$ cat config.mk
export PLATFORM = sky130hd
export DESIGN_NAME = avalon_s_arbiter
export DESIGN_NICKNAME = d
export VERILOG_FILES = /design/src/rtl/avalon_s_pkg.sv /design/src/rtl/avalon_s_rr_pick.sv /design/src/rtl/avalon_s_arbiter.sv
export SDC_FILE = /design/constraint.sdc
export NUM_CORES = 1
export LEC_CHECK = 0
export BUFFER_PORTS_ARGS = -buffer_cell sky130_fd_sc_hd__buf_4
export CORE_AREA = 2 2 123 125
export CTS_CLUSTER_SIZE = 12
export DETAILED_ROUTE_END_ITERATION = 8
export DIE_AREA = 0 0 125 127
export SLEW_MARGIN = 0
export SYNTH_ARGS = -nofsm -noshare
export SYNTH_HDL_FRONTEND = slang
export SYNTH_HIERARCHICAL = 1
export SYNTH_SLANG_ARGS = --single-unit
export TNS_END_PERCENT = 20
$ cat constraint.sdc
create_clock -name clk -period 1.9 [get_ports clk]
set_clock_uncertainty 0.05 [all_clocks]
set_input_delay 0 -clock clk [delete_from_list [all_inputs] [get_ports clk]]
set_output_delay 0 -clock clk [all_outputs]
set_load 0.05 [all_outputs]
$ cat src/rtl/avalon_s_pkg.sv
// Shared types and helpers for the Avalon round-robin arbiter.
// The optional bus-lock feature is enabled by defining AVALON_ARB_LOCK_EN.
package avalon_s_pkg;

  typedef enum logic [1:0] {
    IDLE   = 2'd0,
    BUSY   = 2'd1,
    LOCKED = 2'd2
  } arb_state_e;

  // Width of a host index; at least one bit so a single-bit pointer is legal.
  function automatic int idx_width(input int n);
    return (n > 1) ? $clog2(n) : 1;
  endfunction

  // One-hot grant: first set bit of req found searching upward from ptr,
  // wrapping at nh (nh need not be a power of two). Supports up to 16 hosts.
  function automatic logic [15:0] rr_pick(input logic [15:0] req,
                                          input logic [3:0]  ptr,
                                          input int          nh);
    logic [15:0] gnt;
    logic [4:0]  j;
    logic        found;
    gnt   = '0;
    found = 1'b0;
    for (int k = 0; k < 16; k++) begin
      if (k < nh) begin
        j = {1'b0, ptr} + 5'(k);
        if (j >= 5'(nh)) j = j - 5'(nh);
        if (!found && req[j[3:0]]) begin
          gnt[j[3:0]] = 1'b1;
          found       = 1'b1;
        end
      end
    end
    return gnt;
  endfunction

endpackage

$ cat src/rtl/avalon_s_rr_pick.sv
// Combinational round-robin picker: one-hot grant plus encoded index.
// Reusable by any arbiter with up to 16 requesters.
module avalon_s_rr_pick
  import avalon_s_pkg::*;
#(
  parameter int N  = 2,
  parameter int IW = 1
) (
  input  logic [N-1:0]  req,
  input  logic [IW-1:0] ptr,
  output logic [N-1:0]  gnt,
  output logic [IW-1:0] idx
);

  logic [15:0] gnt16;

  // Priority search from ptr, then encode the winning position.
  always_comb begin
    // NOTE: every output gets a default first so no path leaves it unassigned (no latch).
    idx   = '0;
    gnt16 = rr_pick(16'(req), 4'(ptr), N);
    for (int i = 0; i < 16; i++) begin
      if (gnt16[i]) idx = IW'(i);
    end
    gnt = gnt16[N-1:0];
  end

endmodule

$ cat src/rtl/avalon_s_arbiter.sv
// Round-robin arbiter sharing one Avalon host port among NH hosts.
// Zero added latency when unstalled; grant held while the device stalls;
// latency-1 read data steered back to the issuing host.
// Optional bus lock for atomic RMW: define AVALON_ARB_LOCK_EN.
module avalon_s_arbiter
  import avalon_s_pkg::*;
#(
  parameter int NH = 2,
  parameter int DW = 32,
  parameter int AW = 32
) (
  input  logic                   clk,
  input  logic                   rst_n,
  input  logic [NH-1:0]          hosts_avn_read,
  input  logic [NH-1:0]          hosts_avn_write,
  input  logic [NH-1:0][AW-1:0]  hosts_avn_address,
  input  logic [NH-1:0][DW/8-1:0] hosts_avn_byte_enable,
  input  logic [NH-1:0][DW-1:0]  hosts_avn_writedata,
  output logic [NH-1:0][DW-1:0]  hosts_avn_readdata,
  output logic [NH-1:0]          hosts_avn_waitrequest,
  output logic                   dev_avn_read,
  output logic                   dev_avn_write,
  output logic [AW-1:0]          dev_avn_address,
  output logic [DW/8-1:0]        dev_avn_byte_enable,
  output logic [DW-1:0]          dev_avn_writedata,
  input  logic [DW-1:0]          dev_avn_readdata,
  input  logic                   dev_avn_waitrequest,
`ifdef AVALON_ARB_LOCK_EN
  input  logic [NH-1:0]          hosts_avn_lock,
`endif
  output logic [NH-1:0]          grant
);

  localparam int HIW = idx_width(NH);

  arb_state_e     state_q, state_d;
  logic [NH-1:0]  grant_q, grant_d;
  logic [HIW-1:0] own_idx_q, own_idx_d;
  logic [HIW-1:0] rr_ptr_q, rr_ptr_d;
  logic           rsp_valid_q, rsp_valid_d;
  logic [HIW-1:0] rsp_idx_q, rsp_idx_d;

  logic [NH-1:0]  req;
  logic [NH-1:0]  pick_gnt;
  logic [HIW-1:0] pick_idx;
  logic [HIW-1:0] cur_idx;
  logic [HIW-1:0] rr_next;
  logic           has_grant;
  logic           dev_active;
  logic           acc;
  logic           own_lock;

  assign req = hosts_avn_read | hosts_avn_write;

  avalon_s_rr_pick #(.N(NH), .IW(HIW)) u_pick (
    .req (req),
    .ptr (rr_ptr_q),
    .gnt (pick_gnt),
    .idx (pick_idx)
  );

  // Current owner: live pick when idle, registered owner otherwise.
  // Gated by rst_n so a transfer is dropped the instant reset asserts.
  always_comb begin
    grant   = '0;
    cur_idx = own_idx_q;
    if (state_q == IDLE) cur_idx = pick_idx;
    if (rst_n) grant = (state_q == IDLE) ? pick_gnt : grant_q;
    has_grant = |grant;
    rr_next   = (cur_idx == HIW'(NH - 1)) ? '0 : cur_idx + HIW'(1);
  end

  // Device-side mux: fields of the granted host, all zero without a grant.
  always_comb begin
    dev_avn_read        = 1'b0;
    dev_avn_write       = 1'b0;
    dev_avn_address     = '0;
    dev_avn_byte_enable = '0;
    dev_avn_writedata   = '0;
    if (has_grant) begin
      dev_avn_read        = hosts_avn_read[cur_idx];
      dev_avn_write       = hosts_avn_write[cur_idx];
      dev_avn_address     = hosts_avn_address[cur_idx];
      dev_avn_byte_enable = hosts_avn_byte_enable[cur_idx];
      dev_avn_writedata   = hosts_avn_writedata[cur_idx];
    end
  end

  assign dev_active = dev_avn_read | dev_avn_write;
  assign acc        = dev_active & ~dev_avn_waitrequest;

`ifdef AVALON_ARB_LOCK_EN
  assign own_lock = has_grant & hosts_avn_lock[cur_idx];
`else
  assign own_lock = 1'b0;
`endif

  assign hosts_avn_waitrequest = ~(grant & {NH{~dev_avn_waitrequest}});

  // Read data goes only to the host whose read was accepted last cycle.
  always_comb begin
    for (int i = 0; i < NH; i++) begin
      hosts_avn_readdata[i] = (rsp_valid_q && rsp_idx_q == HIW'(i)) ? dev_avn_readdata : '0;
    end
  end

  // Next-state logic: ownership, round-robin pointer and read-return tag.
  always_comb begin
    state_d     = state_q;
    grant_d     = grant_q;
    own_idx_d   = own_idx_q;
    rr_ptr_d    = rr_ptr_q;
    rsp_valid_d = acc & dev_avn_read;
    rsp_idx_d   = (acc & dev_avn_read) ? cur_idx : rsp_idx_q;
    case (state_q)
      IDLE: begin
        if (acc) begin
          if (own_lock) begin
            state_d   = LOCKED;
            grant_d   = grant;
            own_idx_d = cur_idx;
          end else begin
            rr_ptr_d = rr_next;
          end
        end else if (has_grant && dev_avn_waitrequest) begin
          state_d   = BUSY;
          grant_d   = grant;
          own_idx_d = cur_idx;
        end
      end
      BUSY: begin
        if (acc) begin
          if (own_lock) begin
            state_d = LOCKED;
          end else begin
            state_d  = IDLE;
            rr_ptr_d = rr_next;
          end
        end else if (!dev_active) begin
          // Owner withdrew its request mid-stall: release rather than hang.
          state_d = IDLE;
        end
      end
`ifdef AVALON_ARB_LOCK_EN
      LOCKED: begin
        if ((acc && !own_lock) || (!dev_active && !own_lock)) begin
          state_d  = IDLE;
          rr_ptr_d = rr_next;
        end
      end
`endif
      default: state_d = IDLE;
    endcase
  end

  // State registers.
  always_ff @(posedge clk or negedge rst_n) begin
    if (!rst_n) begin
      state_q     <= IDLE;
      grant_q     <= '0;
      own_idx_q   <= '0;
      rr_ptr_q    <= '0;
      rsp_valid_q <= 1'b0;
      rsp_idx_q   <= '0;
    end else begin
      // NOTE: non-blocking so every flop samples pre-edge values.
      state_q     <= state_d;
      grant_q     <= grant_d;
      own_idx_q   <= own_idx_d;
      rr_ptr_q    <= rr_ptr_d;
      rsp_valid_q <= rsp_valid_d;
      rsp_idx_q   <= rsp_idx_d;
    end
  end

endmodule
==> results.sh <==
export IMPL_tritoncts="built"
export IMPL_final_cell_mix="290 x buf_4, 133 x nand2_1, 37 x a21oi_2"
export IMPL_timing_rr_start="rr_ptr_q"
export IMPL_ios=313
export IMPL_fp_dieH_um=127
export IMPL_worstPathRequired_ps=1850
export IMPL_drt_pass1_iter_count=4
export IMPL_drv_slew=0
export IMPL_drc_errors=0
export IMPL_setup_ws_ps=-13.7
export IMPL_clk_pin_slew_ps=40
export IMPL_nets=840
export IMPL_period_share=1.01
export IMPL_grt_max_degree=47
export IMPL_max_freq_mhz=523
export IMPL_powerDensity_mw_per_mm2=1170
export IMPL_n_fill_cell=1547
export IMPL_num_vias=3560
export IMPL_cts_buffer_depth=2
export IMPL_critPathMaxStageDelay_ps=390
export IMPL_grt_use_total=0.134
export IMPL_place_hpwl_um=9010
export IMPL_finalHoldViolations=0
export IMPL_postRouteAntennaNets=0
export IMPL_holdCritPathClass="primary input to register"
export IMPL_die_w_um=125
export IMPL_post_place_ws_ps=110
export IMPL_switching_power_w=0.00354
export IMPL_finalSetupViolCount=5
export IMPL_crit_start="rr_ptr_q"
export IMPL_start_util=0.133
export IMPL_drive_gt1_frac=0.613
export IMPL_clockRootBuffer="clkbuf_16"
export IMPL_syn_area_mm2=0.00192
export IMPL_synth_xor_area_share=0
export IMPL_postSynthNetCount=529
export IMPL_via_per_inst=4.20
export IMPL_dr_max_layer_used="met4"
export IMPL_dr_wl_met2_um=6530
export IMPL_maxCapViolCount=0
export IMPL_ys_seq_area_frac=0.0910
export IMPL_timing_hold_ws_ps=74.7
export IMPL_pwr_share_comb=0.898
export IMPL_design_core_area_mm2=0.0144
export IMPL_p_leak_nw=2.82
export IMPL_numPortBuffers=312
export IMPL_cp_arrival_ps=1860
export IMPL_overflow=0
export IMPL_status="finished with violations"
export IMPL_n_antenna_cell=0
export IMPL_clock_sinks=7
export IMPL_synth_top_family_by_area="simple AND/OR/NAND/NOR gates"
export IMPL_antenna_found_initial=0
export IMPL_slew_headroom=0.799
export IMPL_synthAdderAreaFrac=0
export IMPL_dieArea_mm2=0.0159
export IMPL_wl_met3_um=789
export IMPL_path_max_fanout=5
export IMPL_multi_input_area_mm2=0.00179
export IMPL_wl_met1_um=5050
export IMPL_critPathKind="register to output port"
export IMPL_synth_simple_gate_area_share=0.539
export IMPL_drt_initial_drc_count=102
export IMPL_gp_congestion=0.831
export IMPL_internal_power_w=0.00255
export IMPL_avgSynthCellArea_um2=5.44
export IMPL_worst_slew_pin_slew_ps=302
export IMPL_tns_ps=-31.1
export IMPL_seq_area_um2=175
export IMPL_grt_pass1_vias=3415
export IMPL_syn_to_final_growth_pct=171
export IMPL_drt_wl_total_um=12600
export IMPL_cts_max_level=1
export IMPL_synth_mux_area_frac=0.0293
export IMPL_synthCells=354
export IMPL_violations="negative setup slack"
export IMPL_crit_chain="inv_2, a21boi_2, buf_6, mux2i_4, buf_12, buf_12, clkbuf_16, nand2_4, a21oi_2, buf_6"
export IMPL_synth_compound_area_frac=0.227
export IMPL_swShare=0.582
export IMPL_ir_drop_uv=490
export IMPL_cts_made_buffers=3
export IMPL_yosysUniqueCellTypes=31
export IMPL_slowest_stage="dfrtp_1"
export IMPL_grt_pass1_wl_um=17600
export IMPL_clock_power_share=0.059
export IMPL_fin_util=0.362
export IMPL_row_count=44
export IMPL_power_frac_seq=0.043
export IMPL_ys_ff_latch=7
export IMPL_hp_start="dev_avn_waitrequest"
export IMPL_crit_buf_inv=6
export IMPL_layout_commonest_cell="buf_4"
export IMPL_clk_latency_ps=230
export IMPL_critical_path_top_delay_family="buffers and inverters"
export IMPL_power_w=0.00609
export IMPL_fin_crit_ps=1910
export IMPL_detail_route_wl_per_cell_um=14.9
export IMPL_rsz0062_at_grt="yes"
export IMPL_yosysWarningCount=6
export IMPL_endpoint_kind="output port"
export IMPL_startpoint_type="register"
[synthesized netlist by cell type, drive strengths merged]
library cell,n,area share
mux2,2,0.012
nor2b,3,0.0098
a2bb2oi,1,0.0078
a21oi,70,0.18
nor3b,1,0.0039
nor3,2,0.0078
nor2,2,0.0039
and3,32,0.10
a21boi,2,0.0078
o311ai,1,0.0085
inv,5,0.0098
nand4b,2,0.0091
buf,22,0.081
and2,33,0.11
nand2,148,0.29
mux2i,3,0.018
clkbuf,12,0.023
o22ai,1,0.0033
or3b,1,0.0046
o21ai,2,0.0072
a211oi,1,0.0039
o31a,1,0.0046
dfrtp,7,0.091
[path summary, 6_finish.rpt]
check	to	slack [ps]	depth (start not counted)
setup / recovery	dev_avn_address[27]	-10	10
hold / removal	grant_q[1]	70	3
setup reg to reg	rr_ptr_q	140	8
hold reg to reg	grant_q[1]	470	2
max in group asynchronous	grant_q[0]	1520	2
min in group asynchronous	state_q[0]	120	2
[final cells by class]
type,count,area share
inverters,5,0.00359
repair buffers,340,0.561
well taps,184,0.0441
clock inverters,1,0.000958
multi-input cells,308,0.343
clock buffers,3,0.0144
flip-flops and latches,7,0.0335
[metal layers]
metal | track usage | vias to the layer above
li1 | - | 1781
met1 | 0.163 | 1601
met2 | 0.244 | 158
met3 | 0.0276 | 20
met4 | 0.0288 | 0
met5 | 0 | -
[worst reg2reg max path, delay by kind of cell, from the launching register on]
family | cells | cell delay, ps
AO/OA/AOI/OAI | 4 | 700
buffers and inverters | 4 | 580
flip-flops | 1 | 360
[cells by family (layout without fill, tap and decap cells)]
family / after synthesis / in the layout
AND/OR/NAND/NOR: 224 / 224
multiplexers: 5 / 5
flip-flops: 7 / 7
AO/OA/AOI/OAI: 79 / 79
buffers and inverters: 39 / 349
[metrics by stage]
step                      instance area (um2)  std cells
after global placement                   4490        829
final                                    5220        848
after CTS                                4710        839
after floorplan                          1930        354
after global routing                     5220        848
after detailed placement                 4490        829
[state kept, by name (all words and copies together) (netlist names)]
signal / flops
grant_q: 2
rsp_valid_q: 1
state_q: 1
rr_ptr_q: 1
own_idx_q: 1
rsp_idx_q: 1
[timing repair]
item | 4_1_cts | 5_1_grt
hold buffers | 1 | 0
endpoints found under the hold margin | 7 | 0
resized for setup | 5 | 101
pin swaps | 0 | 22
cloned | 3 | 4
endpoints found under the setup margin | 8 | 70
setup buffers | 2 | 5
[power groups by stage]
stage | Sequential (W) | Combinational [W] | Clock [W]
6_report | 0.000260 | 0.00547 | 0.000361
5_1_grt | 0.000268 | 0.00577 | 0.000380
4_1_cts | 0.000255 | 0.00478 | 0.000366
2_1_floorplan | 0.000249 | 0.00297 | 0
3_3_place_gp | 0.000257 | 0.00445 | 0
3_5_place_dp | 0.000254 | 0.00445 | 0
(Power assumes the default switching activity.)
